<file path="src/rtl/mmc_pkg.sv">
// Shared definitions for the SPI-mode MMC command responder: FSM states,
// R1 response bits, command indices and framing constants.
package mmc_pkg;

  typedef enum logic [2:0] {
    ST_IDLE,
    ST_ARG,
    ST_CRC,
    ST_NCR,
    ST_RESP
  } mmc_state_t;

  localparam logic [7:0] R1_IDLE      = 8'h01;
  localparam logic [7:0] R1_ILLEGAL   = 8'h04;
  localparam logic [7:0] R1_CRC_ERR   = 8'h08;
  localparam logic [7:0] R1_PARAM_ERR = 8'h40;
  localparam logic [7:0] R1_READY     = 8'h00;

  localparam logic [5:0] CMD0  = 6'd0;
  localparam logic [5:0] CMD1  = 6'd1;
  localparam logic [5:0] CMD16 = 6'd16;

  localparam logic [7:0]  CMD0_CRC    = 8'h95;
  localparam logic [7:0]  START_MASK  = 8'hC0;
  localparam logic [7:0]  START_VALUE = 8'h40;
  localparam logic [7:0]  FILL_BYTE   = 8'hFF;
  localparam logic [31:0] BLOCK_512   = 32'd512;

  // A frame starts with '01' in the two top bits; the rest is the index.
  function automatic logic is_start_byte(input logic [7:0] value);
    return (value & START_MASK) == START_VALUE;
  endfunction

endpackage

</file>
<file path="src/rtl/mmc_spi_r1_gen.sv">
// Combinational command evaluator: given a decoded frame and the card's
// idle/initialization state, produces the R1 byte and the next state values.
module mmc_spi_r1_gen
  import mmc_pkg::*;
#(
  parameter int P_INIT_POLLS = 2
) (
  input  logic [5:0]  index,
  input  logic [31:0] arg,
  input  logic [7:0]  crc,
  input  logic        idle,
  input  logic [3:0]  counter,
  output logic [7:0]  r1,
  output logic        idle_next,
  output logic [3:0]  counter_next
);

  localparam logic [3:0] INIT_POLLS = 4'(P_INIT_POLLS);

  // Decode the command; only CMD0 has its CRC checked, everything else is trusted.
  always_comb begin
    r1           = R1_ILLEGAL | {7'b0, idle};
    idle_next    = idle;
    counter_next = counter;
    case (index)
      CMD0: begin
        if (crc == CMD0_CRC) begin
          idle_next    = 1'b1;
          counter_next = INIT_POLLS;
          r1           = R1_IDLE;
        end else begin
          r1 = R1_CRC_ERR | {7'b0, idle};
        end
      end
      CMD1: begin
        if (idle && counter != 4'd0) begin
          counter_next = counter - 4'd1;
          r1           = R1_IDLE;
        end else if (idle) begin
          idle_next = 1'b0;
          r1        = R1_READY;
        end else begin
          r1 = R1_READY;
        end
      end
      CMD16: begin
        if (idle) begin
          r1 = R1_IDLE;
        end else if (arg == BLOCK_512) begin
          r1 = R1_READY;
        end else begin
          r1 = R1_PARAM_ERR;
        end
      end
      default: begin
        r1 = R1_ILLEGAL | {7'b0, idle};
      end
    endcase
  end

endmodule

</file>
<file path="src/rtl/mmc_spi_cmd_responder.sv">
// Card-side SPI-mode MMC command responder: frames the 6-byte command,
// hands it to the R1 evaluator and plays the response back after the N_CR gap.
module mmc_spi_cmd_responder
  import mmc_pkg::*;
#(
  parameter int P_NCR        = 1,
  parameter int P_INIT_POLLS = 2
) (
  input  logic        iCLOCK,
  input  logic        inRESET,
  input  logic        iRESET_SYNC,
  input  logic        iMMC_CS,
  input  logic        iMMC_VALID,
  input  logic [7:0]  iMMC_DATA,
  output logic [7:0]  oMMC_DATA,
  output logic        oCMD_VALID,
  output logic [5:0]  oCMD_INDEX,
  output logic [31:0] oCMD_ARG,
  output logic        oIDLE
);

  localparam logic [3:0] NCR_TARGET = 4'(P_NCR);
  localparam logic [3:0] INIT_POLLS = 4'(P_INIT_POLLS);

  mmc_state_t  state, state_next;
  logic [5:0]  frame_index, frame_index_next;
  logic [31:0] arg_shift, arg_shift_next;
  logic [1:0]  byte_count, byte_count_next;
  logic [3:0]  gap_count, gap_count_next;
  logic [7:0]  r1_reg, r1_reg_next;
  logic        idle_flag, idle_flag_next;
  logic [3:0]  init_count, init_count_next;
  logic [7:0]  data_next;
  logic        cmd_valid_next;
  logic [5:0]  cmd_index_next;
  logic [31:0] cmd_arg_next;

  logic [7:0]  gen_r1;
  logic        gen_idle;
  logic [3:0]  gen_count;

  // The CRC byte is evaluated straight off the bus in the cycle it arrives.
  mmc_spi_r1_gen #(
    .P_INIT_POLLS(P_INIT_POLLS)
  ) u_r1_gen (
    .index       (frame_index),
    .arg         (arg_shift),
    .crc         (iMMC_DATA),
    .idle        (idle_flag),
    .counter     (init_count),
    .r1          (gen_r1),
    .idle_next   (gen_idle),
    .counter_next(gen_count)
  );

  // Register every piece of state; either reset source forces the power-up values.
  always_ff @(posedge iCLOCK) begin
    if (!inRESET || iRESET_SYNC) begin
      state       <= ST_IDLE;
      frame_index <= 6'd0;
      arg_shift   <= 32'd0;
      byte_count  <= 2'd0;
      gap_count   <= 4'd0;
      r1_reg      <= FILL_BYTE;
      idle_flag   <= 1'b1;
      init_count  <= INIT_POLLS;
      oMMC_DATA   <= FILL_BYTE;
      oCMD_VALID  <= 1'b0;
      oCMD_INDEX  <= 6'd0;
      oCMD_ARG    <= 32'd0;
    end else begin
      state       <= state_next;
      frame_index <= frame_index_next;
      arg_shift   <= arg_shift_next;
      byte_count  <= byte_count_next;
      gap_count   <= gap_count_next;
      r1_reg      <= r1_reg_next;
      idle_flag   <= idle_flag_next;
      init_count  <= init_count_next;
      oMMC_DATA   <= data_next;
      oCMD_VALID  <= cmd_valid_next;
      oCMD_INDEX  <= cmd_index_next;
      oCMD_ARG    <= cmd_arg_next;
    end
  end

  // Framing FSM: chip-select deassertion aborts anything in flight, else advance per received byte.
  always_comb begin
    state_next       = state;
    frame_index_next = frame_index;
    arg_shift_next   = arg_shift;
    byte_count_next  = byte_count;
    gap_count_next   = gap_count;
    r1_reg_next      = r1_reg;
    idle_flag_next   = idle_flag;
    init_count_next  = init_count;
    data_next        = oMMC_DATA;
    cmd_valid_next   = 1'b0;
    cmd_index_next   = oCMD_INDEX;
    cmd_arg_next     = oCMD_ARG;

    if (iMMC_CS) begin
      state_next = ST_IDLE;
      data_next  = FILL_BYTE;
    end else if (iMMC_VALID) begin
      case (state)
        ST_IDLE: begin
          if (is_start_byte(iMMC_DATA)) begin
            frame_index_next = iMMC_DATA[5:0];
            byte_count_next  = 2'd0;
            state_next       = ST_ARG;
          end
        end
        ST_ARG: begin
          arg_shift_next  = {arg_shift[23:0], iMMC_DATA};
          byte_count_next = byte_count + 2'd1;
          if (byte_count == 2'd3) begin
            state_next = ST_CRC;
          end
        end
        ST_CRC: begin
          cmd_valid_next  = 1'b1;
          cmd_index_next  = frame_index;
          cmd_arg_next    = arg_shift;
          r1_reg_next     = gen_r1;
          idle_flag_next  = gen_idle;
          init_count_next = gen_count;
          gap_count_next  = 4'd0;
          state_next      = ST_NCR;
        end
        ST_NCR: begin
          gap_count_next = gap_count + 4'd1;
          if (gap_count + 4'd1 == NCR_TARGET) begin
            data_next  = r1_reg;
            state_next = ST_RESP;
          end
        end
        ST_RESP: begin
          data_next  = FILL_BYTE;
          state_next = ST_IDLE;
        end
        default: begin
          state_next = ST_IDLE;
          data_next  = FILL_BYTE;
        end
      endcase
    end
  end

  assign oIDLE = idle_flag;

endmodule

</file>
<file path="config.mk">
export PLATFORM = sky130hd
export DESIGN_NAME = mmc_spi_cmd_responder
export DESIGN_NICKNAME = d
export VERILOG_FILES = /design/src/rtl/mmc_pkg.sv /design/src/rtl/mmc_spi_r1_gen.sv /design/src/rtl/mmc_spi_cmd_responder.sv
export SDC_FILE = /design/constraint.sdc
export NUM_CORES = 1
export LEC_CHECK = 0
export BUFFER_PORTS_ARGS = -buffer_cell sky130_fd_sc_hd__buf_2
export CELL_PAD_IN_SITES_DETAIL_PLACEMENT = 0
export CELL_PAD_IN_SITES_GLOBAL_PLACEMENT = 1
export CORE_MARGIN = 4
export CORE_UTILIZATION = 23
export DETAILED_ROUTE_END_ITERATION = 12
export PLACE_DENSITY_LB_ADDON = 0.1
export REMOVE_ABC_BUFFERS = 1
export SYNTH_ARGS = -nofsm -noshare
export SYNTH_HDL_FRONTEND = slang
export SYNTH_HIERARCHICAL = 1
export SYNTH_SLANG_ARGS = --single-unit
</file>
<file path="constraint.sdc">
create_clock -name iCLOCK -period 3.2 [get_ports iCLOCK]
set_clock_uncertainty 0.2 [all_clocks]
set_input_delay 0 -clock iCLOCK [delete_from_list [all_inputs] [get_ports iCLOCK]]
set_output_delay 0 -clock iCLOCK [all_outputs]
set_load 0.1 [all_outputs]
</file>
==> qor.txt, run 1 <==
Post-synth top area share: 48.0%
Ant diodes: 0
DRT iter0 DRCs: 295
Die width: 147 um
Largest regs: arg_shift: 32 flops, oCMD_ARG: 32 flops
CTS buffer count: 9
Worst Hold Endpoint: oCMD_ARG[30]
Fin cells: 876
Top_reg_cell synth: dfxtp_1
Synth warn: 6
Fin crit share: 80.0%
Design area: 0.00538 mm^2
Number of instances in the placed design: 846
Async set-reset flop share out of synthesis: 0%
Top post-synthesis cells by count: nand2_1 (178), dfxtp_1 (107), a21oi_1 (80)
Placed Area: 0.00494 mm^2
Seq cells post-synth: 107
Worst hold path type: flop to flop
Hold Path Depth: 2
Setup Viol. Count Final: 0
CP Class: flop to flop
CP Capture Type: flop
Peak supply drop: 0.000245 V
Post-cts sizing count: 0
Final critical-path setup slack: 0.640 ns
Total wire length: 11900 um
IO Port Bufs: 60
H-tree depth: 3
MaxCap Viol Count: 0
RSZ-0062 raised after global routing: false
Fin crit period: 2.56 ns
Worst r2r dst: oMMC_DATA[5]
Post-Syn Area: 0.00446 mm^2
Critical Path AT: 2.60 ns
Worst Path Max Fanout: 9
Root Driver: clkbuf_16
Ports: 61
Slew @ Worst Pin: 0.963 ns
Status: finished clean
Vias/cell: 4.36
Starting Density: 23.6%
Relative slew slack: 35.8%
Gpl congestion: 0.714
Die H: 147 um
Clock Sinks: 107
Antenna violations before repair: 0
Post-synth EDFFs: 0
Max Fclk: 391 MHz
Syn_area_per_cell: 8.00 um^2
Drt drc: 0
Area contributors post-synth: dfxtp_1 (48%), nand2_1 (15%), a21oi_1 (9.0%), nor2_1 (2.0%), nor4b_1 (1.8%)
Hold Path Origin: oCMD_ARG[30]
TritonRoute pass-1 iters: 4
Sequential fraction of the synthesis area: 48.0%
Flop2flop setup slack: 0.64 ns
RR Startpoint: gap_count[0]
Vias in the first global route: 3771
Post-CTS Setup Bufs: 0
Worst path required time: 3.24 ns
Syn Inst Count: 557
Total GRT Usage: 11.4%
Leakage power figure: 0.00198 uW
Area grow syn2layout: 20.8%
Dpl hpwl: 7870 um
Post-route ant nets: 0
Clock latency on the worst-skew pair: 0.35 ns
Cts hold-fix bufs: 14
Cell Pwr Density: 475 mW/mm^2
Yosys cell types: 50
CP startpoint: gap_count[0]
Clk slew on worst S/H paths: 0.08 ns
CTS max path bufs: 2
Nets: 628
Fin. max-slew vios: 0
Final Hold Viols: 0
First-pass GRT wire length: 20200 um
Reg2reg path depth: 7
Setup WS pre-CTS: 0.936 ns
CTS tree: done
Core area: 0.0189 mm^2
Post-Route Setup TNS: 0 ns
# rows: 50
Share of layout cells above drive strength 1: 15.6%
Remaining Overflow, GRT: 0
Most common cell in the netlist: nand2_1
Dominant cell type by area after synthesis: dfxtp_1
Routed len/inst: 13.6 um
Layout Utilization: 28.5%
Type of origin of the critical path: flop
DIE AREA: 0.0217 mm^2
Vias: 3817
Largest net degree at the start of global routing: 87
final cells by class:
type	count	area [um^2]
inverter	8	30.0
fill	2120	13500
sequential	107	2140
tap	260	325
clock inverter	6	72.6
multi-input combinational	403	2060
timing repair buffer	82	526
clock buffer	10	229
worst max-delay path: stages (launching register included):
cell and delay, ns:
dfxtp_1 0.36, ha_1 0.25, and2_0 0.16, a211o_1 0.34, and3_1 0.29, nor3_1 0.18
o31ai_1 0.08, dlygate4sd3_1 0.58
stage by stage:
step / total power (uW) / hold WS (ns)
final: 2560 / 0.251
after global routing: 2680 / 0.275
after CTS: 2620 / 0.248
after detailed placement: 1420 / 0.0918
after global placement: 1420 / 0.0842
after floorplan: 1390 / -0.0640
cell families after synthesis:
group	share of synthesized area (%)
compound gates	14.7
other cells	0.0841
flops	48.0
simple gates	28.5
buf+inv	6.17
mux	1.35
fa+ha+maj	1.12
power breakdown:
part / switching, uW / internal (uW) / total [uW] / leakage [uW]
sequential: 1.18 / 1330 / 1330 / 0.000862
combinational: 43.7 / 26.9 / 70.6 / 0.000969
clock: 536 / 618 / 1150 / 0.000149
total: 581 / 1980 / 2560 / 0.00198
placed cells by master (no fill, tap or decap), drive strengths merged, types with 2 or more instances in the layout:
cell and count:
a21o 2, a21oi 80, and2 3, and3 4, buf 68, clkbuf 10
clkinv 3, conb 4, dfxtp 107, dlygate4sd3 14, ha 4, inv 10
mux2i 6, nand2 179, nand2b 2, nand3 15, nand4 4, nor2 25
nor2b 5, nor3 12, nor3b 3, nor4 8, nor4b 9, nor4bb 2
o2111a 2, o211ai 2, o21a 5, o21ai 6, o31ai 8
worst max-delay path by stage:
stage | slack (ns) | cells after the start | end
5_1_grt | 0.48 | 7 | oMMC_DATA[5]
3_5_place_dp | 0.94 | 5 | arg_shift[2]
2_1_floorplan | 0.59 | 3 | state[1]
3_3_place_gp | 1.01 | 5 | arg_shift[18]
4_1_cts | 0.63 | 7 | oMMC_DATA[5]
6_report | 0.64 | 7 | oMMC_DATA[5]
per-layer routing:
metal | part of all wire (%) | wire length [um] | GRT usage, %
met5 | 0 | 0 | 0
met3 | 2.6 | 305 | 2.13
met2 | 43 | 5160 | 17.0
met4 | 1.6 | 195 | 4.33
met1 | 53 | 6290 | 16.3
(Power assumes the default switching activity.)
==> run 2: changes to the inputs <==
==> constraint.sdc (replaced) <==
create_clock -name iCLOCK -period 2.6 [get_ports iCLOCK]
set_clock_uncertainty 0.2 [all_clocks]
set_input_delay 0 -clock iCLOCK [delete_from_list [all_inputs] [get_ports iCLOCK]]
set_output_delay 0 -clock iCLOCK [all_outputs]
set_load 0.1 [all_outputs]
==> qor.txt, run 2 (synthesized netlist as in run 1, its figures left out) <==
Status: finished clean (unchanged)
Share of layout cells above drive strength 1: 15.7% (was 15.6%)
CTS max path bufs: 2 (unchanged)
CP Capture Type: flop (unchanged)
Dpl hpwl: 7870 um (about the same)
IO Port Bufs: 60 (unchanged)
Total GRT Usage: 11.2% (was 11.4%)
Clock latency on the worst-skew pair: 0.36 ns (was 0.35 ns)
Worst Hold Endpoint: oCMD_ARG[22] (was oCMD_ARG[30])
MaxCap Viol Count: 0 (unchanged)
Ports: 61 (unchanged)
Clock Sinks: 107 (unchanged)
Relative slew slack: 35.1% (was 35.8%)
Gpl congestion: 0.722 (was 0.714)
First-pass GRT wire length: 19600 um (was 20200 um)
RSZ-0062 raised after global routing: false (unchanged)
Leakage power figure: 0.00196 uW (was 0.00198 uW)
Switch Pwr: 714 uW (was 581 uW)
Slowest stage cell on the critical path: nor2_4 (was dlygate4sd3_1)
Most frequent cells in the layout: nand2_1 (178), dfxtp_1 (107), a21oi_1 (80), buf_2 (60), nor2_1 (24) (unchanged)
Area grow syn2layout: 19.8% (was 20.8%)
Clock Power Share: 43.8% (was 45.1%)
Fin crit period: 2.19 ns (was 2.56 ns)
Worst path required time: 2.68 ns (was 3.24 ns)
RR Startpoint: state[1] (was gap_count[0])
Most common cell after layout, fill and taps aside: nand2_1 (unchanged)
Die H: 147 um (unchanged)
Core area: 0.0189 mm^2 (unchanged)
TritonRoute pass-1 iters: 4 (unchanged)
Clk slew on worst S/H paths: 0.07 ns (was 0.08 ns)
Post-CTS Setup Bufs: 0 (unchanged)
Setup Viol. Count Final: 0 (unchanged)
Critical Path AT: 2.27 ns (was 2.60 ns)
Switching share of total power: 23.3% (was 22.7%)
CTS buffer count: 9 (unchanged)
Max Fclk: 457 MHz (was 391 MHz)
Crit-path cells: nand4bb_1 -> nor2_4 -> buf_4 -> nand2_1 -> a21oi_1 (was ha_1 -> and2_0 -> a211o_1 -> and3_1 -> nor3_1 -> o31ai_1 -> dlygate4sd3_1)
Ant diodes: 0 (unchanged)
Vias in the first global route: 3677 (was 3771)
Crit-path max cell delay: 0.78 ns (was 0.58 ns)
Remaining Overflow, GRT: 0 (unchanged)
H-tree depth: 3 (unchanged)
Power share of the combinational group: 2.9% (was 2.8%)
Peak supply drop: 0.000332 V (was 0.000245 V)
# rows: 50 (unchanged)
Antenna violations before repair: 0 (unchanged)
Worst r2r dst: oCMD_INDEX[4] (was oMMC_DATA[5])
Hold Path Origin: oCMD_ARG[22] (was oCMD_ARG[30])
Setup WS pre-CTS: 0.372 ns (was 0.936 ns)
Largest net degree at the start of global routing: 87 (unchanged)
Die width: 147 um (unchanged)
Type of origin of the critical path: flop (unchanged)
Sequential share of power: 53.4% (was 52.1%)
Nets: 629 (was 628)
Cell Pwr Density: 575 mW/mm^2 (was 475 mW/mm^2)
Flop2flop setup slack: 0.41 ns (was 0.64 ns)
Drt drc: 0 (unchanged)
Root Driver: clkbuf_16 (unchanged)
Vias: 3858 (was 3817)
DIE AREA: 0.0217 mm^2 (unchanged)
Layout Utilization: 28.3% (was 28.5%)
Post-route ant nets: 0 (unchanged)
DRT iter0 DRCs: 249 (was 295)
Largest regs: arg_shift: 32 flops, oCMD_ARG: 32 flops (unchanged)
Slew @ Worst Pin: 0.972 ns (was 0.963 ns)
Fin crit share: 84.1% (was 80.0%)
Cell internal pwr: 2360 uW (was 1980 uW)
CTS tree: done (unchanged)
Starting Density: 23.6% (unchanged)
Post-cts sizing count: 0 (unchanged)
Total wire length: 11900 um (about the same)
CP Class: flop to flop (unchanged)
Routed len/inst: 13.6 um (about the same)
Hold Path Depth: 2 (unchanged)
Final critical-path setup slack: 0.413 ns (was 0.640 ns)
Worst Path Max Fanout: 43 (was 9)
Worst hold path type: flop to flop (unchanged)
Fin. max-slew vios: 0 (unchanged)
Reg2reg path depth: 5 (was 7)
Final Hold Viols: 0 (unchanged)
Vias/cell: 4.40 (was 4.36)
==> run 2: per-stage QoR <==
stage          instance area [um^2]  std cells  hold slack (ns)  setup TNS (ns)  total power [uW]
2_1_floorplan                  4220        518          -0.0640        -0.00863              1710
3_3_place_gp                   4930        848           0.0780               0              1750
3_5_place_dp                   4930        848           0.0810               0              1750
4_1_cts                        5340        877            0.238               0              3130
5_1_grt                        5340        877            0.263               0              3200
6_report                       5340        877            0.252               0              3070
==> run 2: timing repair <==
action | CTS | global route
hold buffers | 13 | 0
endpoints found under the setup margin | 0 | 0
hold endpoints to repair | 35 | 0
==> run 2: power groups by stage <==
stage               Combinational (uW)  Clock (uW)  Sequential (uW)
floorplan                         35.5           0             1680
global placement                  75.4           0             1680
detailed placement                74.7           0             1680
CTS                               89.9        1400             1640
global route                      97.8        1460             1640
finish                            88.1        1340             1640
==> run 2: how the worst max path moves through the flow <==
| stage | startpoint | endpoint | slack (ns) |
|---|---|---|---|
| after floorplan | iRESET_SYNC | state[1] | -0.009 |
| after global routing | state[1] | oCMD_INDEX[4] | 0.21 |
| after global placement | state[1] | oCMD_INDEX[4] | 0.42 |
| after CTS | state[1] | oCMD_INDEX[4] | 0.35 |
| final | state[1] | oCMD_INDEX[4] | 0.41 |
| after detailed placement | state[1] | oCMD_INDEX[4] | 0.37 |
==> run 2: critical path: cells and delay by family (launching register included) <==
kind / cells / cell delay (ns)
AND/OR/NAND/NOR: 3 / 1.04
flip-flops: 1 / 0.43
buffers and inverters: 1 / 0.31
AO/OA/AOI/OAI: 1 / 0.12
==> run 2: layout make-up <==
type	instances	area, um^2
Sequential cell	107	2140
Tap cell	260	325
Clock inverter	4	32.5
Clock buffer	12	246
Multi-Input combinational cell	403	2060
Inverter	8	30.0
Timing Repair Buffer	83	505
Fill cell	2119	13600
==> run 2: layer usage <==
layer	global-route usage (%)	vias to the layer above	wire length [um]
met3	2.59	14	361
met5	0	-	0
met4	3.77	0	170
met2	16.6	56	5190
li1	-	1992	-
met1	15.9	1796	6220
